==> config.mk <==
export PLATFORM = sky130hd
export DESIGN_NAME = pc_control
export DESIGN_NICKNAME = d
export VERILOG_FILES = /design/src/rtl/pc_ctrl_pkg.sv /design/src/rtl/pc_target_calc.sv /design/src/rtl/pc_control.sv
export SDC_FILE = /design/constraint.sdc
export NUM_CORES = 1
export LEC_CHECK = 0
export CELL_PAD_IN_SITES_DETAIL_PLACEMENT = 1
export CELL_PAD_IN_SITES_GLOBAL_PLACEMENT = 1
export CORE_ASPECT_RATIO = 0.6
export CORE_MARGIN = 5
export CORE_UTILIZATION = 31
export CTS_BUF_LIST = sky130_fd_sc_hd__clkbuf_4
export DETAILED_ROUTE_END_ITERATION = 10
export PLACE_DENSITY = 0.87
export SYNTH_ARGS = -nofsm -noshare
export SYNTH_HDL_FRONTEND = slang
export SYNTH_HIERARCHICAL = 1
export SYNTH_SLANG_ARGS = --single-unit
==> constraint.sdc <==
create_clock -name clk -period 2.9 [get_ports clk]
set_input_delay 0.87 -clock clk [delete_from_list [all_inputs] [get_ports clk]]
set_output_delay 0.87 -clock clk [all_outputs]
set_load 0.01 [all_outputs]
==> src/rtl/pc_ctrl_pkg.sv <==
// rtl/pc_ctrl_pkg.sv - shared encodings for the program-counter control stage
// Purpose : ex_kind instruction classes and FSM state encodings used by
//           pc_control and pc_target_calc.
// Ports   : none (package).
package pc_ctrl_pkg;

  typedef enum logic [1:0] {
    KIND_SEQ    = 2'b00,
    KIND_BRANCH = 2'b01,
    KIND_JAL    = 2'b10,
    KIND_JALR   = 2'b11
  } ex_kind_e;

  typedef enum logic [1:0] {
    ST_BOOT = 2'd0,
    ST_RUN  = 2'd1,
    ST_HALT = 2'd2
  } state_e;

  // Instruction size in bytes; sequential fetch stride and link offset.
  localparam int unsigned INSN_BYTES = 4;

endpackage

==> src/rtl/pc_target_calc.sv <==
// rtl/pc_target_calc.sv - combinational control-flow target resolution
// Purpose : from the instruction resolved in execute, compute whether control
//           flow is redirected, where to, and whether that target is misaligned.
// Ports   : ex_valid, ex_kind, ex_flag, ex_pc, ex_imm, ex_alu_result (in);
//           target, taken, misaligned (out).
module pc_target_calc
  import pc_ctrl_pkg::*;
#(
  parameter int BITWIDTH = 32
) (
  input  logic                ex_valid,
  input  logic [1:0]          ex_kind,
  input  logic                ex_flag,
  input  logic [BITWIDTH-1:0] ex_pc,
  input  logic [BITWIDTH-1:0] ex_imm,
  input  logic [BITWIDTH-1:0] ex_alu_result,
  output logic [BITWIDTH-1:0] target,
  output logic                taken,
  output logic                misaligned
);

  always_comb begin
    // JALR clears bit 0 of rs1+imm; PC-relative forms wrap modulo 2^BITWIDTH.
    if (ex_kind == KIND_JALR) begin
      target = ex_alu_result & ~BITWIDTH'(1);
    end else begin
      target = ex_pc + ex_imm;
    end
    taken = ex_valid & (((ex_kind == KIND_BRANCH) & ex_flag) |
                        (ex_kind == KIND_JAL) | (ex_kind == KIND_JALR));
    misaligned = |target[1:0];
  end

endmodule

==> src/rtl/pc_control.sv <==
// rtl/pc_control.sv - fetch PC register, request issue and branch redirect
// Purpose : holds the fetch PC, issues sequential imem requests, redirects on
//           taken control flow with a one-cycle flush, halts on misaligned target.
// Ports   : clk, rst_n, ex_valid, ex_kind, ex_flag, ex_pc, ex_imm,
//           ex_alu_result, stall, imem_gnt (in);
//           imem_req, imem_addr, flush, link_addr, misalign_err, redirect_cnt (out).
module pc_control
  import pc_ctrl_pkg::*;
#(
  parameter int                   BITWIDTH     = 32,
  parameter logic [BITWIDTH-1:0]  RESET_VECTOR = '0,
  parameter int                   CNTWIDTH     = 16
) (
  input  logic                clk,
  input  logic                rst_n,
  input  logic                ex_valid,
  input  logic [1:0]          ex_kind,
  input  logic                ex_flag,
  input  logic [BITWIDTH-1:0] ex_pc,
  input  logic [BITWIDTH-1:0] ex_imm,
  input  logic [BITWIDTH-1:0] ex_alu_result,
  input  logic                stall,
  input  logic                imem_gnt,
  output logic                imem_req,
  output logic [BITWIDTH-1:0] imem_addr,
  output logic                flush,
  output logic [BITWIDTH-1:0] link_addr,
  output logic                misalign_err,
  output logic [CNTWIDTH-1:0] redirect_cnt
);

  state_e              state_q, state_d;
  logic [BITWIDTH-1:0] pc_q;
  logic [BITWIDTH-1:0] target;
  logic                taken;
  logic                misaligned;
  logic                run;
  logic                redirect;
  logic                fault;

  pc_target_calc #(.BITWIDTH(BITWIDTH)) u_target (
    .ex_valid      (ex_valid),
    .ex_kind       (ex_kind),
    .ex_flag       (ex_flag),
    .ex_pc         (ex_pc),
    .ex_imm        (ex_imm),
    .ex_alu_result (ex_alu_result),
    .target        (target),
    .taken         (taken),
    .misaligned    (misaligned)
  );

  // Execute results only matter while running; BOOT and HALT ignore them.
  assign run      = (state_q == ST_RUN);
  assign redirect = run & taken & ~misaligned;
  assign fault    = run & taken & misaligned;

  assign imem_addr = pc_q;
  assign link_addr = ex_pc + BITWIDTH'(INSN_BYTES);

  // FSM state register
  always_ff @(posedge clk or negedge rst_n) begin
    if (!rst_n) state_q <= ST_BOOT;
    else        state_q <= state_d;
  end

  // FSM next state
  always_comb begin
    state_d = state_q;
    case (state_q)
      ST_BOOT: state_d = ST_RUN;
      ST_RUN:  if (fault) state_d = ST_HALT;
      ST_HALT: state_d = ST_HALT;
      default: state_d = ST_HALT;
    endcase
  end

  // FSM outputs
  always_comb begin
    imem_req = run & ~stall;
  end

  // A redirect overrides a same-cycle grant: that granted fetch is wrong-path
  // and is discarded by the flush pulse. A faulting target freezes the PC.
  always_ff @(posedge clk or negedge rst_n) begin
    if (!rst_n) begin
      pc_q <= RESET_VECTOR;
    end else if (redirect) begin
      pc_q <= target;
    end else if (imem_req & imem_gnt & ~fault) begin
      pc_q <= pc_q + BITWIDTH'(INSN_BYTES);
    end
  end

  always_ff @(posedge clk or negedge rst_n) begin
    if (!rst_n) begin
      flush        <= 1'b0;
      misalign_err <= 1'b0;
      redirect_cnt <= '0;
    end else begin
      flush        <= redirect;
      misalign_err <= misalign_err | fault;
      if (redirect && !(&redirect_cnt)) begin
        redirect_cnt <= redirect_cnt + CNTWIDTH'(1);
      end
    end
  end

endmodule

After elaboration in Yosys (flattened, before gate mapping). Cells that the tools add are included.

Output and inout port bits: 83. Bits of input ports: 104. Register bits after elaboration: 52. Logic and storage cells: 39.

Bitwise operators: 14. Equal/unequal tests: 5. Add/subtract/negate cells: 4. Muxes and demuxes: 5. Reductions and logical operators: 6.

Operators with widths (count): $mux W32 (3); $add A32 B3 Y32 const B (2); $add A32 B32 Y32 (1); $add A16 B1 Y16 const B (1); $reduce_and A16 Y1 (1); $and A1 B1 Y1 (8); $eq A2 B1 Y1 const B (2); $eq A2 B2 Y1 const B (2); $pmux W2 S2 (1); $not A1 Y1 (3); $or A1 B1 Y1 (3); $logic_not A2 Y1 (1); $mux W2 (1); $ne A2 B1 Y1 const B (1); $reduce_bool A2 Y1 (1); $reduce_or A2 Y1 (1); $logic_and A1 B1 Y1 (1); $logic_not A1 Y1 (1).

Logic depth before layout (Yosys ltp). Gate-level depths: netlist (run 1).

Depth in word-level cells: 11. Mapped depth: 12. Mapped depth without buffers: 10.

Hierarchy. Netlist (run 1), hierarchy kept.

By module, submodules not included: pc_control (cells an instance 357, instances 1, sequential area each 1301.2 µm², area an instance 3275.6 µm²); pc_target_calc (cells an instance 385, instances 1, sequential area each 0.0 µm², area an instance 2436.1 µm²).

Worst setup path before layout (run 1). No wires, ideal clock.

Path type: in2reg. Start: in ex_pc[0]. End: reg redirect_cnt[15]. Library setup time: 79 ps. Data arrival time: 3026 ps. Data required time: 2821 ps. Path buffers: 1. Slack: -206 ps. Cell stages on the path: 11. Path through: ha_1 -> fa_1 -> nand2_1 -> nand2_1 -> or2_2 -> nand4bb_1 -> clkbuf_1 -> nor3_1 -> o21ai_1 -> nor3_1 -> xor2_1.

Cells in the longest elaborated chain, start to end: 6.

RTL lines: start: declaration (line pc_control.sv:19) `input logic [BITWIDTH-1:0] ex_pc,`; $add A32 B32 Y32 (line pc_target_calc.sv:27) `target = ex_pc + ex_imm;`; $mux W32 (line pc_target_calc.sv:24) `if (ex_kind == KIND_JALR) begin`; net target[1] (line pc_control.sv:34) `logic [BITWIDTH-1:0] target;`; $reduce_or A2 Y1 (line pc_target_calc.sv:31) `misaligned = |target[1:0];`; net misaligned (line pc_control.sv:36) `logic misaligned;`; $not A1 Y1 (line pc_control.sv:55) `assign redirect = run & taken & ~misaligned;`; $and A1 B1 Y1 (line pc_control.sv:55); $logic_and A1 B1 Y1 (line pc_control.sv:103) `if (redirect && !(&redirect_cnt)) begin`; end signal: assignment (line pc_control.sv:104) `redirect_cnt <= redirect_cnt + CNTWIDTH'(1);`; end: declaration (line pc_control.sv:29) `output logic [CNTWIDTH-1:0] redirect_cnt`.

The timed path passes the listed nets, and every way through them passes these cells. A chain may end at the register's enable or synchronous reset.

Final worst setup path (run 1).
Start: in ex_pc[3]. End: out link_addr[20].

Cells in the longest elaborated chain, start to end: 1.

RTL lines: $add A32 B3 Y32 (line pc_control.sv:59) `assign link_addr = ex_pc + BITWIDTH'(INSN_BYTES);`; end: declaration (line pc_control.sv:27) `output logic [BITWIDTH-1:0] link_addr,`.

Every way passes these cells.

==> summary.md, run 1 <==
| Metric | Value |
|---|---|
| Status | finished with violations |
| Failing checks | negative setup slack |
| CP cell instances | buf_8, ha_4, and4_4, nor2b_4, buf_6, nor2b_4, nand4_1, xnor2_2, buf_2 |
| Cell mode on critical path | nor2b_4 |
| Total Nets Final | 1256 |
| Max-cap viol count | 0 |
| Clk pwr share | 17.9% |
| # setup viols final | 33 |
| Final Hold Viols | 0 |
| Global-route usage over all layers | 25.36% |
| Top cells by count, synth | nand2_1, nor2_1, dfrtp_1, a21oi_1, nand3_1 |
| Worst path bufs/invs | 3 |
| Max H-tree Level | 2 |
| Crit Path Max Fanout | 4 |
| DR vias/cell | 5.755 |
| Routed Antenna Nets | 0 |
| Register share of total power | 28.6% |
| Leading area contributor after synthesis | dfrtp_1 |
| Largest net degree at the start of global routing | 44 |
| Setup crit end kind | primary output |
| Final Util | 57.11% |
| Rel. slew slack | 61.79% |
| Final Cycle Share | 109.9% |
| Post-synth ARST share | 100.0% |
| Starting density of the core | 31.61% |
| FF+latch count, synth | 52 |
| CTS Root Cell | clkbuf_4 |
| Chip width | 185.2 um |
| Sw Share | 38.03% |
| Combinational group share of total power | 53.5% |
| CP delay by family, top | simple AND/OR/NAND/NOR gates |
| Synth warnings | 6 |
| Share of cells above drive strength 1 | 37.30% |
| Leakage | 4.618 nW |
| Unique masters post-synth | 75 |
| Clock Latency Late Sink | 0.43 ns |
| Std cell rows | 38 |
| # clock sinks | 52 |
| # port buffers | 185 |
| WL/cell | 23.03 um |
| Synth top area cells | dfrtp_1, ha_1, nand2_1 |
| Most frequent cell after synthesis | nand2_1 |
| Die Y-Extent | 115.1 um |
| Clock Skews | 0.01999 ns |
| Fin crit period | 3.186 ns |
| Detailed Route WL | 31.39 mm |
| Vias in the first global route | 8076 |
| Drt first-iter violations | 591 |
| Setup TNS | -3.811 ns |
| Worst Max-Slew Pin Slew | 0.5732 ns |
| Top_reg_cell synth | dfrtp_1 |
| Final Slew Violations | 0 |
| Clk slew on worst S/H paths | 0.18 ns |
| CORE AREA | 18070 um2 |
| Die ar. | 21330 um2 |
| Sequential share of the synthesized area | 22.78% |
| DP HPWL | 21.08 mm |
| GRT overflow | 0 |
| Cts hold-fix bufs | 0 |
| Syn_area_per_cell | 7.698 um2 |
| Crit path DAT | 2.32 ns |
| Drt first pass iters | 5 |
| Post-synth EDFFs | 0 |
| Fillers | 2097 |
| RSZ-0062 raised after global routing | true |
| Area Overhead vs Synth | 80.64% |
| Register area | 1301 um2 |
| Gpl congestion | 0.9178 |
| Int Power | 1.572 mW |
| Via count | 7844 |
| CTS Buf Count | 5 |
| First-pass GRT wire length | 43.35 mm |
| Peak supply drop | 0.1617 mV |
| Required @ worst endpoint | 2.03 ns |
| CTS tree | built |
| Hold Crit Class | primary input to async pin |
| Final Power | 2.536 mW |
| Synthesized net count | 881 |
| Remaining DRCs | 0 |
| Bufs on Longest Clock Path | 2 |
| Proportion of netlist area held by the largest area contributor | 22.78% |
| Slowest stage delay, CP | 0.22 ns |
| FMAX | 0.3139 GHz |
| Mapped Cells | 742 |
| Post-synthesis instance area | 5712 um2 |
| CP max-delay cell | and4_4 |
| Net Sw Power | 0.9643 mW |
| Area of the multi-input gates | 5066 um2 |
| Worst setup SP type | primary input |
| Final Worst Setup Slack | -0.2858 ns |
| Top Ports | 187 |
| Antenna violations before repair | 5 |
| Worst Path Class, Setup | primary input to primary output |
| Pwr Density | 245.8 nW/um2 |
## path summary, 6_finish.rpt
kind,slack [ns],cells after the start,endpoint,start
worst min register to register,0.51,1,misalign_err,misalign_err
min in group clk,0.51,1,misalign_err,misalign_err
worst min-delay path,0.31,1,imem_addr[0],rst_n
max in group asynchronous,2.04,2,redirect_cnt[5],rst_n
worst max register to register,0.69,6,imem_addr[28],state_q[0]
worst max-delay path,-0.29,9,link_addr[20],ex_pc[3]
## routing by layer
layer	up-vias	global-route usage [%]	routed length (um)
met5	-	0	21
met4	4	5.767	1186
met2	399	43.01	14770
li1	3510	-	-
met1	3803	32.52	12710
met3	128	6.829	2703
## final cells by class
| type | count | area share (%) |
|---|---|---|
| Tap cell | 240 | 2.911 |
| Multi-Input combinational cell | 637 | 49.10 |
| Sequential cell | 52 | 12.61 |
| Clock buffer | 5 | 0.3638 |
| Clock inverter | 3 | 0.4123 |
| Antenna cell | 5 | 0.1213 |
| Timing Repair Buffer | 405 | 33.90 |
| Inverter | 16 | 0.5821 |
## worst register-to-register path: cells and delay by family, from the launching register on
kind	cells	cell delay, ns
DFF	1	0.50
and+or+nand+nor	3	0.87
AOI/OAI and AO/OA	1	0.36
buffers and inverters	2	0.38
## state kept, by name, summed over array words and instances, names as in the netlist
| signal | flops |
|---|---|
| flush | 1 |
| state_q | 2 |
| imem_addr | 32 |
| redirect_cnt | 16 |
| misalign_err | 1 |
## stage by stage
step | cells | worst slack (ns) | cell area [um2] | hold slack, ns
3_3_place_gp | 1313 | -1.100 | 9168 | 0.4740
2_1_floorplan | 742 | 0.001110 | 5813 | 0.5004
6_report | 1363 | -0.2858 | 10320 | 0.3118
5_1_grt | 1361 | -0.3022 | 10310 | 0.3139
4_1_cts | 1335 | -0.2002 | 9639 | 0.3333
3_5_place_dp | 1313 | -1.202 | 9168 | 0.4626
## layout by cell type, fill, tap and decap left out, types with 11 or more instances in the layout
master | Yosys | layout
o21ai_1 | 19 | 22
ha_1 | 34 | 12
a21oi_1 | 49 | 36
buf_6 | 1 | 22
nand3_1 | 40 | 30
a21o_1 | 15 | 15
ha_4 | 0 | 19
o21ai_0 | 28 | 21
nand2_1 | 94 | 86
dlymetal6s2s_1 | 0 | 11
buf_2 | 9 | 35
clkdlybuf4s50_1 | 0 | 108
inv_1 | 14 | 14
and3_1 | 14 | 11
nor2_1 | 57 | 51
nor3_1 | 27 | 21
xnor2_1 | 34 | 25
nand4_1 | 31 | 31
dfrtp_1 | 52 | 52
xor2_1 | 36 | 36
a21oi_2 | 1 | 11
buf_4 | 2 | 193
dlygate4sd2_1 | 0 | 16
## power groups by stage
stage	Clock (mW)	Combinational, mW	Sequential (mW)
finish	0.453	1.36	0.726
global route	0.492	1.42	0.726
CTS	0.455	1.17	0.726
detailed placement	0	1.10	0.739
global placement	0	1.06	0.739
floorplan	0	0.484	0.739
## logic make-up after synthesis
group                      Yosys count  share of synthesized area (%)
and+or+nand+nor                    333                          31.48
xor gates and xnor gates            70                          10.73
DFF                                 52                          22.78
buffers and inverters               53                          4.315
muxes                                4                         0.7229
AOI/OAI and AO/OA                  195                          22.17
adders and majority gates           35                          7.799
## timing repair
action | CTS | global route
setup endpoints to repair | 71 | 55
setup buffers | 15 | 23
pin swaps | 63 | 69
cloned | 0 | 0
gates resized for setup | 283 | 113
Power figures use the tool's default switching activity.
==> run 2, diff against run 1 <==
--- a/config.mk
+++ b/config.mk
@@ -5,14 +5,12 @@
 export SDC_FILE = /design/constraint.sdc
 export NUM_CORES = 1
 export LEC_CHECK = 0
-export CELL_PAD_IN_SITES_DETAIL_PLACEMENT = 1
-export CELL_PAD_IN_SITES_GLOBAL_PLACEMENT = 1
 export CORE_ASPECT_RATIO = 0.6
 export CORE_MARGIN = 5
-export CORE_UTILIZATION = 31
+export CORE_UTILIZATION = 32
 export CTS_BUF_LIST = sky130_fd_sc_hd__clkbuf_4
 export DETAILED_ROUTE_END_ITERATION = 10
-export PLACE_DENSITY = 0.87
+export PLACE_DENSITY = 0.68
 export SYNTH_ARGS = -nofsm -noshare
 export SYNTH_HDL_FRONTEND = slang
 export SYNTH_HIERARCHICAL = 1
==> run 2 against run 1 <==
Net effect:
- the run still ends with negative setup slack left
- count of clock-buffer cells in the layout unchanged
- first-iteration DRC count decreased by 21%
- critical path depth unchanged
- non-clock buffer count fell by 27
- register-to-register slack improved by 0.12 ns
- wire length decreased by 29%
- flip-flop and latch count is the same
- clock skew shrank 0.013 ns
- cell count fell by 2.7%
- highest routed layer unchanged
==> summary.md, run 2 (synthesized netlist as in run 1, its figures left out) <==
| Metric | Value |
|---|---|
| Fin crit period | 3.047 ns |
| Gpl congestion | 0.8945 |
| Leakage | 4.313 nW |
| Share of cells above drive strength 1 | 32.29% |
| # clock sinks | 52 |
| Detailed Route WL | 22.27 mm |
| First-pass GRT wire length | 35.45 mm |
| Max H-tree Level | 2 |
| HP Start | misalign_err |
| Die ar. | 20710 um2 |
| CP cell instances | buf_8, ha_4, and4_4, nor2b_4, buf_6, nor2b_4, nand4_1, xnor2_2, buf_2 |
| CTS Root Cell | clkbuf_4 |
| Worst setup SP type | primary input |
| Global-route usage over all layers | 20.68% |
| Chip width | 182.5 um |
| Drt first pass iters | 5 |
| Final Worst Setup Slack | -0.1469 ns |
| Drt first-iter violations | 466 |
| Vias in the first global route | 6838 |
| CTS tree | built |
| Hold Crit Class | register to register |
| Crit Path Max Fanout | 4 |
| Most frequent cells in the layout | buf_4, clkdlybuf4s50_1, nand2_1 |
| Pwr Density | 247.0 nW/um2 |
| RSZ-0062 raised after global routing | true |
| Die Y-Extent | 113.5 um |
| Top Ports | 187 |
| WL/cell | 16.80 um |
| FMAX | 0.3282 GHz |
| Largest net degree at the start of global routing | 53 |
| Critical Path Source | ex_pc[3] |
| # setup viols final | 14 |
| Crit path DAT | 2.18 ns |
| GR Util met3 | 6.055% |
| CTS Buf Count | 5 |
| Final Slew Violations | 0 |
| Busiest grt layer | met1 |
| DP HPWL | 17.75 mm |
| Setup crit end kind | primary output |
| Fillers | 1611 |
| Via count | 6987 |
| Placed Area | 9087 um2 |
| Max FFs per register | 32 |
| Final Power | 2.392 mW |
| Most common cell after layout, fill and taps aside | buf_4 |
| Std cell rows | 37 |
| Final Hold Viols | 0 |
| Bufs on Longest Clock Path | 2 |
| Rel. slew slack | 52.91% |
| Clock Latency Late Sink | 0.38 ns |
| Antenna violations before repair | 3 |
| Design Area, Final | 9683 um2 |
| Remaining DRCs | 0 |
| Worst Path Class, Setup | primary input to primary output |
| Peak supply drop | 0.1447 mV |
| Total Nets Final | 1229 |
| Clock Skews | 0.006995 ns |
| Place WS | -1.109 ns |
| Grt met1 use | 31.09% |
| Routed Antenna Nets | 0 |
| Grt met2 use | 30.08% |
| # port buffers | 185 |
| Cts hold-fix bufs | 0 |
| DR vias/cell | 5.269 |
| R2r setup slk | 0.81 ns |
| Max-cap viol count | 0 |
| Final Util | 55.93% |
| Reg2reg end | imem_addr[28] |
| CORE AREA | 17310 um2 |
| Final Cycle Share | 105.1% |
| R2R depth | 6 |
| Slowest stage delay, CP | 0.21 ns |
| Cell mode on critical path | nor2b_4 |
| Required @ worst endpoint | 2.03 ns |
| GRT overflow | 0 |
| Worst Max-Slew Pin Slew | 0.7063 ns |
| Failing checks | negative setup slack |
| Area Overhead vs Synth | 69.53% |
| Clk slew on worst S/H paths | 0.15 ns |
| FF-to-FF Start | state_q[0] |
| Critical Path End | link_addr[24] |
| CP max-delay cell | and4_4 |
| Starting density of the core | 32.99% |
| Status | finished with violations |
| Setup TNS | -1.272 ns |
[run 2: cell count changes in the layout (fill, tap and decap cells not counted), sizes merged]
cell | before | now
buf | 260 | 233
dlygate4sd2 | 16 | 24
clkdlybuf4s15 | 7 | 0
dlymetal6s2s | 11 | 5
clkdlybuf4s50 | 108 | 111
diode | 5 | 2
clkbuf | 8 | 10
bufinv | 1 | 2
clkinv | 1 | 0
clkinvlp | 1 | 0
[run 2: area by class of cell]
class / count / area [um2] / share of cell area (%)
well taps: 234 / 292.8 / 3.024
clock buffers: 5 / 37.54 / 0.3876
repair buffers: 378 / 3142 / 32.45
multi-input cells: 637 / 4785 / 49.41
clock inverters: 2 / 60.06 / 0.6202
diodes: 2 / 5.005 / 0.05169
flip-flops and latches: 52 / 1301 / 13.44
inverters: 16 / 60.06 / 0.6202
[run 2: metal layers]
metal | wire length [um] | vias to the layer above
li1 | - | 3449
met1 | 10650 | 3249
met2 | 9275 | 270
met3 | 2180 | 17
met4 | 155 | 2
met5 | 11 | -
[run 2: through the flow]
step	hold WS, ns	std cells
floorplan	0.5004	742
global placement	0.4666	1299
detailed placement	0.4825	1299
CTS	0.5229	1319
global route	0.5414	1326
finish	0.5060	1326
[run 2: worst min path at each step]
stage	cells past startpoint	to	slack, ns
2_1_floorplan	2	state_q[1]	0.50
3_3_place_gp	1	misalign_err	0.47
3_5_place_dp	1	misalign_err	0.48
4_1_cts	1	misalign_err	0.52
5_1_grt	1	misalign_err	0.54
6_report	1	misalign_err	0.51
[run 2: report_power, final]
part           internal, mW  switching, mW
clock network         0.264          0.246
registers             0.725              0
logic                 0.602          0.555
[run 2: critical path, delay by kind of cell]
family / cells / cell delay, ns
AND/OR/NAND/NOR: 4 / 0.67
adder cells (fa/ha/maj): 1 / 0.13
buffers and inverters: 3 / 0.34
XOR/XNOR: 1 / 0.16
[run 2: timing repair]
item | 4_1_cts | 5_1_grt
setup endpoints to repair | 72 | 49
pin swaps | 53 | 38
resized for setup | 260 | 55
setup buffers | 13 | 6
==> run 3, diff against run 2 <==
--- a/config.mk
+++ b/config.mk
@@ -7,10 +7,10 @@
 export LEC_CHECK = 0
 export CORE_ASPECT_RATIO = 0.6
 export CORE_MARGIN = 5
-export CORE_UTILIZATION = 32
+export CORE_UTILIZATION = 40
 export CTS_BUF_LIST = sky130_fd_sc_hd__clkbuf_4
 export DETAILED_ROUTE_END_ITERATION = 10
-export PLACE_DENSITY = 0.68
+export PLACE_DENSITY = 0.81
 export SYNTH_ARGS = -nofsm -noshare
 export SYNTH_HDL_FRONTEND = slang
 export SYNTH_HIERARCHICAL = 1
==> run 3 against run 2 <==
Net effect:
- the flow still finishes with violations (negative setup slack)
- setup slack lost 0.065 ns
- via count grew 6.5%
- first-iteration DRC count grew 87%
- wire length grew 5.9%
- flip-flop and latch count is the same
- clock power shrank 37%
- register-to-register slack gained 0.02 ns
- clock skew is essentially flat
- final area grew 0.63%
- fmax shrank 2.1%
- largest power group unchanged
==> summary.md, run 3 (synthesized netlist as in run 1, its figures left out) <==
| Metric | Value |
|---|---|
| # port buffers | 185 |
| Register share of total power | 32.0% |
| Placed Area | 9040 um2 |
| FMAX | 0.3214 GHz |
| CP max-delay cell | nor2b_4 |
| DR vias/cell | 5.776 |
| Sw Share | 36.63% |
| Final Power | 2.266 mW |
| Peak supply drop | 0.1366 mV |
| Register area | 1301 um2 |
| Antenna violations before repair | 1 |
| Clk slew on worst S/H paths | 0.15 ns |
| Net Sw Power | 0.8300 mW |
| Worst Path Class, Setup | primary input to primary output |
| Largest net degree at the start of global routing | 44 |
| Most frequent cells in the layout | buf_4, clkdlybuf4s50_1, nand2_1 |
| Remaining DRCs | 0 |
| CTS Buf Count | 5 |
| Die ar. | 16850 um2 |
| CP delay by family, top | simple AND/OR/NAND/NOR gates |
| Bufs on Longest Clock Path | 2 |
| Setup crit end kind | primary output |
| Share of cells above drive strength 1 | 33.91% |
| Std cell rows | 33 |
| Final Util | 70.45% |
| Cell mode on critical path | nor2b_4 |
| Final hold slack | 0.4664 ns |
| Drt first-iter violations | 871 |
| CORE AREA | 13830 um2 |
| Most common cell after layout, fill and taps aside | buf_4 |
| Final Cycle Share | 107.3% |
| Max H-tree Level | 2 |
| # setup viols final | 19 |
| Detailed Route WL | 23.58 mm |
| Fin crit period | 3.111 ns |
| Max-cap viol count | 0 |
| CP cell instances | buf_8, ha_4, and4_4, nor2b_4, nor2b_4, nand4_1, xnor2_2, buf_2 |
| WL/cell | 18.31 um |
| Crit Path Max Fanout | 4 |
| Pwr Density | 232.6 nW/um2 |
| RSZ-0062 raised after global routing | true |
| Starting density of the core | 41.29% |
| Cts hold-fix bufs | 0 |
| Max FFs per register | 32 |
| Final Hold Viols | 0 |
| Clock Skews | 0.006605 ns |
| Status | finished with violations |
| Vias in the first global route | 7019 |
| Slowest stage delay, CP | 0.23 ns |
| Drt first pass iters | 8 |
| Worst setup SP type | primary input |
| Total Nets Final | 1232 |
| Chip width | 164.3 um |
| Failing checks | negative setup slack |
| Area Overhead vs Synth | 70.60% |
| Int Power | 1.436 mW |
| Combinational group share of total power | 53.8% |
| Routed Antenna Nets | 0 |
| Final Worst Setup Slack | -0.2115 ns |
| Top Ports | 187 |
| Required @ worst endpoint | 2.03 ns |
| Rel. slew slack | 45.38% |
| GRT overflow | 0 |
| Clock Latency Late Sink | 0.37 ns |
| DP HPWL | 17.23 mm |
| Final Slew Violations | 0 |
| Fillers | 1036 |
| Die Y-Extent | 102.6 um |
| CTS Root Cell | clkbuf_4 |
| Clk pwr share | 14.2% |
| Worst Max-Slew Pin Slew | 0.8176 ns |
| Worst path bufs/invs | 2 |
| # clock sinks | 52 |
| Crit path DAT | 2.24 ns |
| First-pass GRT wire length | 35.56 mm |
| Hold Crit Class | primary input to async pin |
| CTS tree | built |
| Global-route usage over all layers | 25.97% |
| Gpl congestion | 0.9371 |
| Design Area, Final | 9744 um2 |
| Via count | 7440 |
| Area of the multi-input gates | 4885 um2 |
| Leakage | 4.386 nW |
## run 3: path summary, 6_finish.rpt
| check | endpoint | slack [ns] | depth (start not counted) | startpoint |
|---|---|---|---|---|
| worst max-delay path | link_addr[24] | -0.21 | 8 | ex_pc[2] |
| max in group asynchronous | imem_addr[4] | 1.86 | 2 | rst_n |
| min in group clk | misalign_err | 0.52 | 1 | misalign_err |
| worst max register to register | imem_addr[28] | 0.83 | 6 | state_q[0] |
| worst min-delay path | imem_addr[26] | 0.47 | 1 | rst_n |
| worst min register to register | misalign_err | 0.52 | 1 | misalign_err |
## run 3: final cells by class
class	instances	area share, %
inverters	16	0.6163
repair buffers	381	32.86
clock inverters	3	0.1412
diodes	2	0.05136
well taps	192	2.465
flip-flops and latches	52	13.35
clock buffers	5	0.3852
multi-input cells	637	50.13
## run 3: metrics by stage
| step | TNS (ns) | setup WS [ns] | cells |
|---|---|---|---|
| 2_1_floorplan | 0 | 0.001110 | 742 |
| 3_3_place_gp | -46.85 | -1.045 | 1256 |
| 3_5_place_dp | -49.85 | -1.138 | 1256 |
| 4_1_cts | -0.8195 | -0.1975 | 1276 |
| 5_1_grt | -3.384 | -0.2745 | 1287 |
| 6_report | -1.605 | -0.2115 | 1288 |
## run 3: per-layer routing
layer / part of all wire (%) / GRT usage (%) / up-vias
met1: 43 / 36.25 / 3505
met5: 0 / 0 / -
met2: 44 / 41.00 / 417
met3: 11 / 7.751 / 58
met4: 1.9 / 3.673 / 0
li1: - / - / 3460
## run 3: repair_timing
item	in CTS	in global routing
buffers inserted	13	14
hold endpoints to repair	0	0
resized for setup	258	89
pin swaps	56	48
cloned	0	0
endpoints found under the setup margin	68	57
## run 3: power groups by stage
stage          logic, mW  clock network (mW)  registers (mW)
3_3_place_gp        1.03                   0           0.739
4_1_cts             1.09               0.338           0.725
5_1_grt             1.31               0.366           0.726
6_report            1.22               0.323           0.725
2_1_floorplan      0.484                   0           0.739
3_5_place_dp        1.04                   0           0.739
